--- src/rtl/step_sequencer_engine_pkg.sv ---
// Shared definitions for the step sequencer engine: FSM encodings and step-period floor.
package step_sequencer_engine_pkg;

  typedef logic [0:0] state_t;

  localparam state_t ST_IDLE = 1'b0;
  localparam state_t ST_RUN  = 1'b1;

  // Shortest usable step; a period of 0 or 1 would make clk_cnt wrap every cycle or never.
  localparam int unsigned MIN_STEP_PERIOD = 2;

  function automatic logic [31:0] eff_period(input logic [31:0] p);
    return (p < 32'(MIN_STEP_PERIOD)) ? 32'(MIN_STEP_PERIOD) : p;
  endfunction

endpackage

--- src/rtl/step_sequencer_engine_if.sv ---
// Sample-write handshake between the sequencer engine and the audio codec controller.
interface step_sequencer_engine_if;

  logic        write_audio_out;
  logic        audio_out_allowed;
  logic [31:0] left_channel_audio_out;
  logic [31:0] right_channel_audio_out;

  modport master (
    output write_audio_out,
    output left_channel_audio_out,
    output right_channel_audio_out,
    input  audio_out_allowed
  );

  modport slave (
    input  write_audio_out,
    input  left_channel_audio_out,
    input  right_channel_audio_out,
    output audio_out_allowed
  );

endinterface

--- src/rtl/step_sequencer_engine_step_timer.sv ---
// Step timer: run/idle control, clocks-per-step counter, step index and loop counting.
module step_sequencer_engine_step_timer
  import step_sequencer_engine_pkg::*;
#(
  parameter int unsigned NUM_STEPS = 16,
  parameter int unsigned IDX_W     = 4
) (
  input  logic             CLOCK_50,
  input  logic             reset,
  input  logic             start,
  input  logic             stop,
  input  logic [31:0]      step_period,
  input  logic [7:0]       loops,
  output logic             play,
  output logic             step_pulse,
  output logic [IDX_W-1:0] step_idx,
  output logic             enter_step,
  output logic [IDX_W-1:0] next_idx,
  output logic             halt
);

  state_t           state_q;
  logic [31:0]      clk_cnt_q;
  logic [31:0]      period_q;
  logic [7:0]       loop_cnt_q;
  logic [IDX_W-1:0] step_idx_q;
  logic             step_pulse_q;

  logic       at_end;
  logic       last_step;
  logic       finish;
  logic [7:0] loop_next;

  // Step boundary decode; start outranks a terminating wrap, stop outranks everything.
  always_comb begin
    at_end     = (state_q == ST_RUN) && (clk_cnt_q == period_q - 32'd1);
    last_step  = (step_idx_q == IDX_W'(NUM_STEPS - 1));
    loop_next  = loop_cnt_q + 8'd1;
    finish     = at_end && last_step && (loops != 8'd0) && (loop_next == loops);
    halt       = stop || (finish && !start);
    enter_step = !stop && (start || (at_end && !finish));
    next_idx   = start ? '0 : step_idx_q + 1'b1;
  end

  // FSM and counters.
  always_ff @(posedge CLOCK_50) begin
    if (reset) begin
      state_q      <= ST_IDLE;
      clk_cnt_q    <= '0;
      period_q     <= '0;
      loop_cnt_q   <= '0;
      step_idx_q   <= '0;
      step_pulse_q <= 1'b0;
    end else if (stop) begin
      state_q      <= ST_IDLE;
      clk_cnt_q    <= '0;
      loop_cnt_q   <= '0;
      step_idx_q   <= '0;
      step_pulse_q <= 1'b0;
    end else if (start) begin
      state_q      <= ST_RUN;
      clk_cnt_q    <= '0;
      period_q     <= eff_period(step_period);
      loop_cnt_q   <= '0;
      step_idx_q   <= '0;
      step_pulse_q <= 1'b1;
    end else if (state_q == ST_RUN) begin
      if (at_end) begin
        clk_cnt_q    <= '0;
        period_q     <= eff_period(step_period);
        step_pulse_q <= 1'b1;
        if (finish) begin
          state_q    <= ST_IDLE;
          step_idx_q <= '0;
          loop_cnt_q <= '0;
        end else begin
          step_idx_q <= next_idx;
          if (last_step) begin
            loop_cnt_q <= loop_next;
          end
        end
      end else begin
        clk_cnt_q    <= clk_cnt_q + 32'd1;
        step_pulse_q <= 1'b0;
      end
    end else begin
      step_pulse_q <= 1'b0;
    end
  end

  assign play       = (state_q == ST_RUN);
  assign step_pulse = step_pulse_q;
  assign step_idx   = step_idx_q;

endmodule

--- src/rtl/step_sequencer_engine.sv ---
// Step sequencer playback engine: pattern store, tone mixer with saturation, and a
// rate-divided sample holder feeding the codec write handshake.
module step_sequencer_engine
  import step_sequencer_engine_pkg::*;
#(
  parameter int unsigned NUM_TONES  = 12,
  parameter int unsigned NUM_STEPS  = 16,
  parameter int unsigned SAMPLE_W   = 16,
  parameter int unsigned MIX_SHIFT  = 2,
  parameter int unsigned SAMPLE_DIV = 1042,
  localparam int unsigned IDX_W     = $clog2(NUM_STEPS)
) (
  input  logic                          CLOCK_50,
  input  logic                          reset,
  input  logic                          start,
  input  logic                          stop,
  input  logic [31:0]                   step_period,
  input  logic [7:0]                    loops,
  input  logic                          pat_we,
  input  logic [IDX_W-1:0]              pat_addr,
  input  logic [NUM_TONES-1:0]          pat_data,
  input  logic [NUM_TONES*SAMPLE_W-1:0] tone_samples,
  step_sequencer_engine_if.master       audio,
  output logic                          play,
  output logic                          step_pulse,
  output logic [IDX_W-1:0]              step_idx,
  output logic [NUM_TONES-1:0]          active_tones,
  output logic                          overrun
);

  localparam int unsigned SUM_W = SAMPLE_W + $clog2(NUM_TONES) + 1;
  localparam int unsigned DIV_W = (SAMPLE_DIV > 1) ? $clog2(SAMPLE_DIV) : 1;
  localparam logic signed [SUM_W-1:0] SAT_MAX = SUM_W'((2 ** (SAMPLE_W - 1)) - 1);
  localparam logic signed [SUM_W-1:0] SAT_MIN = SUM_W'(-(2 ** (SAMPLE_W - 1)));

  logic             enter_step;
  logic             halt;
  logic [IDX_W-1:0] next_idx;

  step_sequencer_engine_step_timer #(
    .NUM_STEPS (NUM_STEPS),
    .IDX_W     (IDX_W)
  ) u_step_timer (
    .CLOCK_50    (CLOCK_50),
    .reset       (reset),
    .start       (start),
    .stop        (stop),
    .step_period (step_period),
    .loops       (loops),
    .play        (play),
    .step_pulse  (step_pulse),
    .step_idx    (step_idx),
    .enter_step  (enter_step),
    .next_idx    (next_idx),
    .halt        (halt)
  );

  logic [NUM_TONES-1:0] pattern_q [NUM_STEPS];
  logic [NUM_TONES-1:0] active_tones_q;
  logic [NUM_TONES-1:0] row_next;

  // Pattern rows; writes accepted in any state.
  always_ff @(posedge CLOCK_50) begin
    if (reset) begin
      pattern_q <= '{default: '0};
    end else if (pat_we) begin
      pattern_q[pat_addr] <= pat_data;
    end
  end

  // Bypass so a row written in the same cycle the step is entered is the one latched.
  assign row_next = (pat_we && (pat_addr == next_idx)) ? pat_data : pattern_q[next_idx];

  // Row latched at each step entry; cleared when playback halts.
  always_ff @(posedge CLOCK_50) begin
    if (reset || halt) begin
      active_tones_q <= '0;
    end else if (enter_step) begin
      active_tones_q <= row_next;
    end
  end

  assign active_tones = active_tones_q;

  logic signed [SUM_W-1:0]    sum;
  logic signed [SUM_W-1:0]    shifted;
  logic signed [SAMPLE_W-1:0] tone;
  logic signed [SAMPLE_W-1:0] mix_d;
  logic signed [SAMPLE_W-1:0] mix_q;

  // Sum of enabled tones, scaled and clamped; silence while not playing.
  always_comb begin
    sum = '0;
    for (int i = 0; i < NUM_TONES; i++) begin
      tone = tone_samples[i*SAMPLE_W +: SAMPLE_W];
      if (active_tones_q[i]) begin
        sum = sum + SUM_W'(tone);
      end
    end
    shifted = sum >>> MIX_SHIFT;
    if (shifted > SAT_MAX) begin
      mix_d = SAMPLE_W'(SAT_MAX);
    end else if (shifted < SAT_MIN) begin
      mix_d = SAMPLE_W'(SAT_MIN);
    end else begin
      mix_d = SAMPLE_W'(shifted);
    end
    if (!play) begin
      mix_d = '0;
    end
  end

  // Registered mix.
  always_ff @(posedge CLOCK_50) begin
    if (reset) begin
      mix_q <= '0;
    end else begin
      mix_q <= mix_d;
    end
  end

  logic [DIV_W-1:0]           div_cnt_q;
  logic signed [SAMPLE_W-1:0] holder_q;
  logic                       full_q;
  logic                       overrun_q;
  logic                       write_q;
  logic [31:0]                out_q;
  logic                       tick;
  logic                       wr;

  assign tick = (div_cnt_q == DIV_W'(SAMPLE_DIV - 1));
  assign wr   = full_q && audio.audio_out_allowed;

  // Sample-rate divider, single-entry holder and codec write strobe.
  always_ff @(posedge CLOCK_50) begin
    if (reset) begin
      div_cnt_q <= '0;
      holder_q  <= '0;
      full_q    <= 1'b0;
      overrun_q <= 1'b0;
      write_q   <= 1'b0;
      out_q     <= '0;
    end else begin
      div_cnt_q <= tick ? '0 : div_cnt_q + 1'b1;
      write_q   <= wr;
      if (wr) begin
        out_q <= 32'(holder_q);
      end
      if (tick) begin
        holder_q <= mix_q;
        full_q   <= 1'b1;
        if (full_q) begin
          overrun_q <= 1'b1;
        end
      end else if (wr) begin
        full_q <= 1'b0;
      end
    end
  end

  assign audio.write_audio_out         = write_q;
  assign audio.left_channel_audio_out  = out_q;
  assign audio.right_channel_audio_out = out_q;
  assign overrun                       = overrun_q;

endmodule
--- src/flat_wrapper.sv ---
// flat-port wrapper written by rule: the top's interface ports become plain ports
module step_sequencer_engine_flat import step_sequencer_engine_pkg::*;
#(
  parameter int unsigned NUM_TONES  = 12,
  parameter int unsigned NUM_STEPS  = 16,
  parameter int unsigned SAMPLE_W   = 16,
  parameter int unsigned MIX_SHIFT  = 2,
  parameter int unsigned SAMPLE_DIV = 1042,
  localparam int unsigned IDX_W     = $clog2(NUM_STEPS)
)
  (CLOCK_50, reset, start, stop, step_period, loops, pat_we, pat_addr, pat_data, tone_samples, play, step_pulse, step_idx, active_tones, overrun, audio_write_audio_out, audio_left_channel_audio_out, audio_right_channel_audio_out, audio_audio_out_allowed);
  step_sequencer_engine_if audio_i ();
  input  logic CLOCK_50;
  input  logic reset;
  input  logic start;
  input  logic stop;
  input  logic [31:0] step_period;
  input  logic [7:0] loops;
  input  logic pat_we;
  input  logic [IDX_W-1:0] pat_addr;
  input  logic [NUM_TONES-1:0] pat_data;
  input  logic [NUM_TONES*SAMPLE_W-1:0] tone_samples;
  output logic play;
  output logic step_pulse;
  output logic [IDX_W-1:0] step_idx;
  output logic [NUM_TONES-1:0] active_tones;
  output logic overrun;
  output wire logic [$bits(audio_i.write_audio_out)-1:0] audio_write_audio_out;
  output wire logic [$bits(audio_i.left_channel_audio_out)-1:0] audio_left_channel_audio_out;
  output wire logic [$bits(audio_i.right_channel_audio_out)-1:0] audio_right_channel_audio_out;
  input wire logic [$bits(audio_i.audio_out_allowed)-1:0] audio_audio_out_allowed;
  assign audio_write_audio_out = audio_i.write_audio_out;
  assign audio_left_channel_audio_out = audio_i.left_channel_audio_out;
  assign audio_right_channel_audio_out = audio_i.right_channel_audio_out;
  assign audio_i.audio_out_allowed = audio_audio_out_allowed;
  step_sequencer_engine #(.NUM_TONES(NUM_TONES), .NUM_STEPS(NUM_STEPS), .SAMPLE_W(SAMPLE_W), .MIX_SHIFT(MIX_SHIFT), .SAMPLE_DIV(SAMPLE_DIV)) u_core (.CLOCK_50(CLOCK_50), .reset(reset), .start(start), .stop(stop), .step_period(step_period), .loops(loops), .pat_we(pat_we), .pat_addr(pat_addr), .pat_data(pat_data), .tone_samples(tone_samples), .audio(audio_i), .play(play), .step_pulse(step_pulse), .step_idx(step_idx), .active_tones(active_tones), .overrun(overrun));
endmodule
--- config.mk ---
export PLATFORM = sky130hd
export DESIGN_NAME = step_sequencer_engine_flat
export DESIGN_NICKNAME = d
export VERILOG_FILES = /design/src/rtl/step_sequencer_engine_pkg.sv /design/src/rtl/step_sequencer_engine_if.sv /design/src/rtl/step_sequencer_engine_step_timer.sv /design/src/rtl/step_sequencer_engine.sv /design/src/flat_wrapper.sv
export SDC_FILE = /design/constraint.sdc
export NUM_CORES = 1
export LEC_CHECK = 0
export ABC_CLOCK_PERIOD_IN_PS = 65300
export CORE_UTILIZATION = 55
export DETAILED_ROUTE_END_ITERATION = 8
export PLACE_DENSITY_LB_ADDON = 0.3
export SKIP_LAST_GASP = 1
export SLEW_MARGIN = 20
export SYNTH_ARGS = -nofsm -noshare
export SYNTH_HDL_FRONTEND = slang
export SYNTH_HIERARCHICAL = 1
export SYNTH_SLANG_ARGS = --single-unit
--- constraint.sdc ---
create_clock -name CLOCK_50 -period 65.3 [get_ports CLOCK_50]
set_input_delay 19.59 -clock CLOCK_50 [delete_from_list [all_inputs] [get_ports CLOCK_50]]
set_output_delay 19.59 -clock CLOCK_50 [all_outputs]
set_load 0.005 [all_outputs]
# Word-level counts from Yosys, hierarchy flattened
# Cells that the tools add are included.
[totals]
ramBits = 0
rom_bits = 0
out_inout_bits = 84
latchBits = 0
n_memories = 0
in_bits = 254
elab_cells = 131
ff_bits = 344
[op_classes]
bitwise = 4
n_addsub = 16
mul = 0
n_reduce_logical = 30
muxes = 39
eq_ne = 5
magnitude_cmp = 6
div_mod_pow = 0
n_shift = 0
[op_table]
columns = ["op", "count"]
rows = [
  ["two-way mux 21 bit", 12],
  ["adder 21 x 16 -> 21 bit", 11],
  ["bitwise mux 192 bit", 1],
  ["two-way mux 32 bit", 5],
  ["binary-select mux 12 bit (select 4 bit)", 1],
  ["demux 12 bit (select 4 bit)", 1],
  ["two-way mux 12 bit", 4],
  ["adder 32 x 1 -> 32 bit (second input constant)", 1],
  ["equality test 32 bit", 1],
  ["< comparator 32 x 2 -> 1 bit (second input constant)", 1],
  ["subtractor 32 x 1 -> 32 bit (second input constant)", 1],
  ["> comparator 19 x 16 -> 1 bit (second input constant)", 1],
  ["< comparator 19 x 16 -> 1 bit (second input constant)", 1],
  ["two-way mux 16 bit", 1],
  ["two-way mux 8 bit", 2],
  ["two-way mux 15 bit", 1],
  ["adder 11 x 1 -> 11 bit (second input constant)", 1],
  ["equality test 11 bit (second input constant)", 1],
  [">= comparator 5 bit (second input constant)", 2],
  ["logical AND 1 bit", 10],
  ["NOT 4 -> 5 bit", 2],
  ["two-way mux 1 bit", 9],
  ["adder 8 x 1 -> 8 bit (second input constant)", 1],
  ["equality test 8 bit", 1],
  ["14 further kinds", 28],
]

# Depth between registers and ports, before layout
# Gate-level depths: netlist of the first run.
[logic_depth]
depth_word = 26
mapped_depth = 92

# By module
# The synthesis of the first run kept the hierarchy.
[by_module_without_submodules]
columns = ["module", "area_each_um2", "cells_each", "instances"]
rows = [
  ["step_sequencer_engine", 25012.7, 3219, 1],
  ["step_sequencer_engine_step_timer", 5033.6, 624, 1],
]

# Worst setup path before layout of the first run
# OpenSTA, ideal clock, no wires.
[synth_path]
kind = "input to register"
startpoint = "input port tone_samples[0]"
endpoint = "register u_core.mix_q[10]"
path_stages = 83
setup_ns = 0.130
n_path_buf = 1
slack_ns = 30.976
t_arrival_ns = 34.193
cell_sequence = "nand2_1 -> inv_1 -> ha_1 -> fa_1 -> o2111ai_1 -> a21oi_1 -> o211a_1 -> o211ai_1 -> nand2_1 -> xor2_1 -> a21oi_1 -> inv_1 -> ha_1 -> nand2_1 -> or3_1 -> o21ai_0 -> nor2_1 -> nand2_1 -> [47 not listed] -> ha_1 -> or4_1 -> a31oi_1 -> a21o_1 -> a21oi_1 -> ha_1 -> xor2_1 -> a21oi_1 -> inv_1 -> ha_1 -> o41ai_1 -> mux2i_1 -> xnor3_1 -> xor2_1 -> and2b_1 -> nor2_2 -> buf_2 -> o21ai_1"
[synth_via]
elab_chain_cells = 26
elab_cells_between_ends = 27
classes_between = "add/sub (11); order compare (2); mux (14)"
[synth_rtl]
columns = ["item", "line_no", "text"]
rows = [
  ["from (decl)", "flat_wrapper.sv:22", "input logic [NUM_TONES*SAMPLE_W-1:0] tone_samples;"],
  ["two-way mux 21 bit (*)", "step_sequencer_engine.sv:96", "if (active_tones_q[i]) begin"],
  ["adder 21 x 16 -> 21 bit", "step_sequencer_engine.sv:97", "sum = sum + SUM_W'(tone);"],
  ["two-way mux 21 bit (*)", "step_sequencer_engine.sv:96", ""],
  ["adder 21 x 16 -> 21 bit", "step_sequencer_engine.sv:97", ""],
  ["two-way mux 21 bit (*)", "step_sequencer_engine.sv:96", ""],
  ["adder 21 x 16 -> 21 bit", "step_sequencer_engine.sv:97", ""],
  ["two-way mux 21 bit (*)", "step_sequencer_engine.sv:96", ""],
  ["adder 21 x 16 -> 21 bit", "step_sequencer_engine.sv:97", ""],
  ["[10 not listed]", "--", ""],
  ["two-way mux 21 bit (*)", "step_sequencer_engine.sv:96", ""],
  ["adder 21 x 16 -> 21 bit", "step_sequencer_engine.sv:97", ""],
  ["two-way mux 21 bit (*)", "step_sequencer_engine.sv:96", ""],
  ["adder 21 x 16 -> 21 bit", "step_sequencer_engine.sv:97", ""],
  ["two-way mux 21 bit (*)", "step_sequencer_engine.sv:96", ""],
  ["< comparator 19 x 16 -> 1 bit", "step_sequencer_engine.sv:103", "end else if (shifted < SAT_MIN) begin"],
  ["two-way mux 16 bit", "step_sequencer_engine.sv:103", ""],
  ["two-way mux 15 bit (*)", "step_sequencer_engine.sv:101", "if (shifted > SAT_MAX) begin"],
  ["to (signal assigned)", "step_sequencer_engine.sv:118", "mix_q <= mix_d;"],
  ["to (decl)", "step_sequencer_engine.sv:89", "logic signed [SAMPLE_W-1:0] mix_q;"],
]
# Every way passes the cells marked *; elsewhere a longest branch is shown, timed or not.
# A chain may end at the register's enable or synchronous reset.

# Worst setup path in the final report of the first run
[layout_path]
startpoint = "input port tone_samples[0]"
endpoint = "register u_core.mix_q[14]"
# Same word-level chain as after synthesis.

==> results of run 1 <==
## logic make-up (layout without fill, tap and decap cells)
family	Yosys count	after routing	synth area share, %
compound gates	985	985	21.0
mux	278	278	12.0
fa+ha+maj	232	232	9.91
buf+inv	370	546	5.35
other cells	0	7	0
flops	344	344	22.9
xor+xnor	244	244	7.39
simple gates	1390	1390	21.4
## cells in the mapped netlist, types with 12 or more instances
cell type,number
inv_1,117
nand4_1,32
o21ai_1,28
clkbuf_1,162
a21boi_0,12
a31oi_1,21
and4_1,18
a21oi_1,325
o21a_1,60
o211ai_1,22
nand2_1,531
a31o_2,15
xor2_1,103
a21o_1,82
a211o_1,14
and2_1,20
mux2i_1,169
nor3_1,59
ha_1,221
and3_1,32
o21ai_0,171
nor2b_1,32
mux2_2,49
o22ai_1,12
or3_1,27
xnor2_1,135
nand2b_1,69
o31ai_1,36
nand3_1,82
dfxtp_1,344
buf_4,50
nor4_1,23
or2_2,13
or4_1,13
mux4_2,60
a211oi_1,40
buf_1,23
nor3b_1,14
nor2_1,388
## how the worst min path moves through the flow
| stage | start | to | slack (ns) | cells past startpoint |
|---|---|---|---|---|
| floorplan | u_core/mix_q[0]$_SDFF_PP0_ | u_core/holder_q[0]$_SDFFE_PP0P_ | 0.42 | 2 |
| global placement | u_core/mix_q[12]$_SDFF_PP0_ | u_core/holder_q[12]$_SDFFE_PP0P_ | 0.44 | 2 |
| detailed placement | u_core/mix_q[12]$_SDFF_PP0_ | u_core/holder_q[12]$_SDFFE_PP0P_ | 0.44 | 2 |
| CTS | u_core/mix_q[13]$_SDFF_PP0_ | u_core/holder_q[13]$_SDFFE_PP0P_ | 0.45 | 2 |
| global route | u_core/pattern_q[3]$_SDFFE_PP0P_ | u_core/pattern_q[3]$_SDFFE_PP0P_ | 0.46 | 2 |
| finish | u_core/mix_q[13]$_SDFF_PP0_ | u_core/holder_q[13]$_SDFFE_PP0P_ | 0.45 | 2 |
## critical path: cells and delay by family
| family | cells | cell delay [ns] |
|---|---|---|
| adders and majority gates | 12 | 3.92 |
| AOI/OAI and AO/OA | 31 | 7.41 |
| xor gates and xnor gates | 7 | 1.31 |
| muxes | 2 | 0.38 |
| buffers and inverters | 7 | 0.87 |
| and+or+nand+nor | 25 | 4.29 |
## metrics by stage
stage	cells	cell area [um^2]	worst slack (ns)	util, %	power [uW]
5_1_grt	4722	34500	26.63	64.0	685
2_1_floorplan	3843	30000	30.98	-	398
3_5_place_dp	4658	33400	27.96	62.0	463
3_3_place_gp	4658	33400	28.09	62.0	461
6_report	4722	34500	27.90	64.0	651
4_1_cts	4714	34500	28.43	63.9	647
## layout by cell type (no fill, tap or decap), drive strengths merged, types with 38 or more instances in the layout
cell           instances
xor2                 103
nand2                531
mux4                  60
clkbuf                38
a211oi                40
nand3                 82
a21o                  82
dfxtp                344
inv                  121
nor2                 389
clkdlybuf4s50        336
ha                   221
nand2b                69
mux2                  49
mux2i                169
o21ai                199
a21oi                326
nor3                  59
xnor2                135
o21a                  60
## sequential cells by signal (all words and copies together) (netlist names), 4 cells and up
register and count:
u_core/pattern_q 192, u_core/mix_q 16, u_core/u_step_timer/period_q 32, u_core/u_step_timer/clk_cnt_q 32, u_core/active_tones 12, u_core/u_step_timer/loop_cnt_q 8
u_core/holder_q 16, u_core/u_step_timer/step_idx 4, u_core/div_cnt_q 11, u_core/audio.left_channel_audio_out 16
## area by class of cell
class	instances	area, um^2	share of cell area, %
antenna	7	17.5	0.0507
timing repair buffer	369	3630	10.5
clock inverter	18	199	0.576
multi-input combinational	3129	21600	62.6
inverter	121	454	1.32
clock buffer	38	831	2.41
sequential	344	6890	20.0
tap	696	871	2.52
## layer usage
| metal | vias up | wire (um) |
|---|---|---|
| met2 | 1122 | 40800 |
| met1 | 13488 | 40000 |
| met3 | 158 | 7080 |
| met5 | - | 0 |
| met4 | 0 | 2780 |
| li1 | 14096 | - |
## power by group
| part | total, uW | internal (uW) | leakage [uW] | switching, uW |
|---|---|---|---|---|
| logic | 249 | 107 | 0.0106 | 142 |
| registers | 217 | 213 | 0.00278 | 3.80 |
| clock network | 185 | 103 | 0.000504 | 81.9 |
==> results.cfg, run 1 <==
[synthesis]
ys_top_cells_by_area = dfxtp_1 23%, ha_1 9.2%, nand2_1 6.6%
synthFlopType = dfxtp_1
yosys_warnings = 6
async_flop_share_pct = 0
synthCells = 3843
syn_area_mm2 = 0.0300
yosys.area.top_type_share_pct = 22.9
synth_edf_count = 0
synth_seq_cells = 344
synthesis.nets = 4328
synth_top_cell_by_area = dfxtp_1
synth.distinct_cells = 100
ys_seq_area_share_pct = 22.9
synth.avg_cell_area_um2 = 7.82

[drt]
wl_mm = 90.6
drtPass1Iterations = 6
vias = 28864
routed_via_density = 6.11
detail_route.iter0.violations = 3042
routedWlPerCell_um = 19.2
ant_nets = 0
remaining_drc_errors = 0

[global_route]
grt_start_max_net_pins = 83
grt_use_met2_pct = 50.0
grt_use_total_pct = 31.3
grt_pass1_vias = 26554
use_met3_pct = 4.39
grt_antenna_before_repair = 8
use_met1_pct = 43.0
grt_pass1_wl_mm = 142
top_usage_layer = met2
overflow = 0

[setup_path]
critical_path_class = input pin to flip-flop
reg2reg_to = u_core/mix_q[14]$_SDFF_PP0_
regToRegSetupSlack_ns = 46.59
startpoint = tone_samples[0]
cp_common_cell = ha_1
reg2reg_from = u_core/active_tones[0]$_SDFFE_PP0P_
critical_path.endpoint = u_core/mix_q[14]$_SDFF_PP0_
cp.required_ns = 65.72
arrival_ns = 37.82
cp-end-kind = flip-flop
r2r_cells = 83
slowest_delay_ns = 0.53
startpoint_type = input pin
worstPathMaxFanout = 15
cp_slowest_cell = or4_1

[power_and_ir_drop]
leakage_uw = 0.0139
p_per_area_mw_per_mm2 = 18.9
ir_drop_mv = 0.0237

[timing]
slew_viol_final = 0
clock.fmax_ghz = 0.0267
worst_pin_slew_ns = 1.10
min_period_ns = 37.41
final.setup.tns_ns = 0
finalHoldViolCount = 0
slew-limit-headroom_pct = 25.9
finalSetupViolCount = 0
min_period_over_period_pct = 57.3
holdWs_ns = 0.448
rsz0062_at_grt = false
skew_ns = 0.0115

[placed_design]
dp_hpwl_mm = 68.8
io_buffers = 337
gp_congestion = 0.994

[layout]
syn_to_final_growth_pct = 14.9
drive_above_1_share_pct = 6.54
nFillCells = 4686
fin_nets = 4480

[die]
dieArea_mm2 = 0.0556
die_y_um = 236
io_pins = 338
fp.coreArea_mm2 = 0.0539
initial_core_util_pct = 55.7
core.rowCount = 85
dieWidth_um = 236

[clocking]
clockBufferDepth = 3
htreeDepth = 1
cts.sinks = 344
cts_tree = done
root_buffer = clkbuf_16
ctsHoldBuffers = 0
cts-resized-gates = 0
numCtsBuffers = 30
post_cts_buffers = 0
clkTransAtPathRegs_ns = 0.07
worstSkewPairLatency_ns = 0.57

[run_status]
outcome = complete, no violations

[hold_path]
min_path_type = flip-flop to flip-flop

[job]
maxCapViolations = 0
Power figures use the tool's default switching activity.
==> run 2, diff against run 1 <==
ABC_CLOCK_PERIOD_IN_PS = 31800   (was 65300)
CORE_UTILIZATION = 53   (was 55)
clock period = 31.8 ns   (was 65.3 ns; I/O delays follow)
==> run 2 against run 1 <==
- the flow now finishes with violations (design-rule violations)
- sequential share of layout area about the same
- critical path type unchanged
- die area increased by 3.7%
- sequential cell count unchanged
- cell area increased by 0.21%
- largest cell class unchanged
- critical endpoint is now u_core/mix_q[2]$_SDFF_PP0_
- highest routed layer is now met5
- clock power increased by 110%
==> results.cfg, run 2 (synthesized netlist as in run 1, its figures left out) <==
[layout]
layout_commonest_cell = nand2_1
largest_reg_flops = 192
syn_to_final_growth_pct = 15.1
drive_above_1_share_pct = 6.37
layout_common_cells = 531 x nand2_1, 386 x nor2_1, 343 x dfxtp_1, 336 x clkdlybuf4s50_1, 324 x a21oi_1
largestRegisters = u_core/pattern_q x192, u_core/u_step_timer/clk_cnt_q x32, u_core/u_step_timer/period_q x32
regMostFlops = u_core/pattern_q
fin_util_pct = 62.3
fin_nets = 4483

[timing]
final.setup.tns_ns = 0
setup_slack_ns = 4.37
finalSetupViolCount = 0
skew_ns = 0.0110
min_period_ns = 27.43
min_period_over_period_pct = 86.3
clock.fmax_ghz = 0.0365
finalHoldViolCount = 0
slew-limit-headroom_pct = 25.2
slew_viol_final = 0
rsz0062_at_grt = false
worst_pin_slew_ns = 1.09

[setup_path]
cp.required_ns = 32.22
cp_slowest_cell = or4_1
critical_path_class = input pin to flip-flop
worstPathMaxFanout = 15
reg2reg_from = u_core/active_tones[0]$_SDFFE_PP0P_
r2r_cells = 84
slowest_delay_ns = 0.53
arrival_ns = 27.85
reg2reg_to = u_core/mix_q[2]$_SDFF_PP0_
cp_common_cell = ha_1
crit_cells = 85
critical_path.endpoint = u_core/mix_q[2]$_SDFF_PP0_
regToRegSetupSlack_ns = 13.03
worst-path-buf-inv = 7
crit_family = compound AO/OA/AOI/OAI gates
cp-end-kind = flip-flop
startpoint_type = input pin
startpoint = tone_samples[0]

[die]
dieWidth_um = 240
dieArea_mm2 = 0.0576
die_y_um = 240
initial_core_util_pct = 54.1
fp.coreArea_mm2 = 0.0555
core.rowCount = 86
io_pins = 338

[clocking]
worstSkewPairLatency_ns = 0.57
cts-resized-gates = 0
clkTransAtPathRegs_ns = 0.07
cts.sinks = 344
root_buffer = clkbuf_16
cts_tree = done
clockBufferDepth = 3
numCtsBuffers = 30
htreeDepth = 1
ctsHoldBuffers = 0
post_cts_buffers = 0

[drt]
routed_via_density = 6.10
routedWlPerCell_um = 19.2
wl_mm = 91.9
vias = 29137
detail_route.iter0.violations = 2793
drtPass1Iterations = 9
remaining_drc_errors = 3
ant_nets = 0

[global_route]
grt_pass1_wl_mm = 144
grt_use_total_pct = 30.9
grt_start_max_net_pins = 91
grt_pass1_vias = 26682
grt_antenna_before_repair = 8
overflow = 0

[power_and_ir_drop]
power.internal_uw = 881
p_sw_uw = 462
combPwrFrac_pct = 38.3
power_frac_clock_pct = 28.5
leakage_uw = 0.0139
switching_share_pct = 34.4
power_frac_seq_pct = 33.2
p_per_area_mw_per_mm2 = 38.8
ir_drop_mv = 0.0383

[hold_path]
min_path_type = flip-flop to flip-flop

[placed_design]
io_buffers = 337
gp_congestion = 1.00
dp_slack_ns = 4.39
dp_hpwl_mm = 70.1

[run_status]
violations = design-rule violations
outcome = complete, but fails checks

[job]
maxCapViolations = 0
==> run 2: power by group through the flow <==
stage               combinational [uW]  clock, uW  sequential (uW)
global route                       560        406              446
floorplan                          365          0              452
global placement                   494          0              455
finish                             515        382              446
CTS                                502        388              446
detailed placement                 499          0              455
==> run 2: worst reg2reg max path: cells and delay by family (launching register included) <==
| family | cells | cell delay [ns] |
|---|---|---|
| AO/OA/AOI/OAI | 29 | 6.42 |
| AND/OR/NAND/NOR | 28 | 5.38 |
| adder cells (fa/ha/maj) | 12 | 3.98 |
| XOR/XNOR | 7 | 1.43 |
| flip-flops | 1 | 0.57 |
| buffers and inverters | 6 | 0.47 |
| multiplexers | 2 | 0.39 |
==> run 2: metal layers <==
metal	vias to the layer above	share of wire, %	routed length, um	GRT usage (%)
met5	-	0.016	15	0
met4	2	2.9	2630	9.65
met3	159	7.2	6620	2.94
met2	1144	45	41500	49.7
met1	13730	45	41200	43.4
li1	14102	-	-	-
==> run 2: cell type report <==
cell class / instances / area, um^2
clock inverters: 5 / 105
diodes: 8 / 20.0
well taps: 748 / 936
flip-flops and latches: 344 / 6890
repair buffers: 372 / 3660
multi-input cells: 3129 / 21600
fillers: 4973 / 20900
clock buffers: 49 / 923
inverters: 121 / 454
==> run 2: metrics by stage <==
| step | total power, uW | std cells | cell area, um^2 | hold WS, ns |
|---|---|---|---|---|
| after global routing | 1410 | 4775 | 34600 | 0.467 |
| after global placement | 949 | 4713 | 33500 | 0.436 |
| after CTS | 1340 | 4767 | 34500 | 0.449 |
| after floorplan | 817 | 3843 | 30000 | 0.417 |
| final | 1340 | 4776 | 34600 | 0.450 |
| after detailed placement | 954 | 4713 | 33500 | 0.432 |
==> run 2: worst min-delay path by stage <==
| stage | from | end | slack, ns | depth (start not counted) |
|---|---|---|---|---|
| 5_1_grt | u_core/mix_q[12]$_SDFF_PP0_ | u_core/holder_q[12]$_SDFFE_PP0P_ | 0.47 | 2 |
| 4_1_cts | u_core/mix_q[13]$_SDFF_PP0_ | u_core/holder_q[13]$_SDFFE_PP0P_ | 0.45 | 2 |
| 3_5_place_dp | u_core/mix_q[12]$_SDFF_PP0_ | u_core/holder_q[12]$_SDFFE_PP0P_ | 0.43 | 2 |
| 6_report | u_core/mix_q[13]$_SDFF_PP0_ | u_core/holder_q[13]$_SDFFE_PP0P_ | 0.45 | 2 |
| 2_1_floorplan | u_core/mix_q[0]$_SDFF_PP0_ | u_core/holder_q[0]$_SDFFE_PP0P_ | 0.42 | 2 |
| 3_3_place_gp | u_core/mix_q[9]$_SDFF_PP0_ | u_core/holder_q[9]$_SDFFE_PP0P_ | 0.44 | 2 |
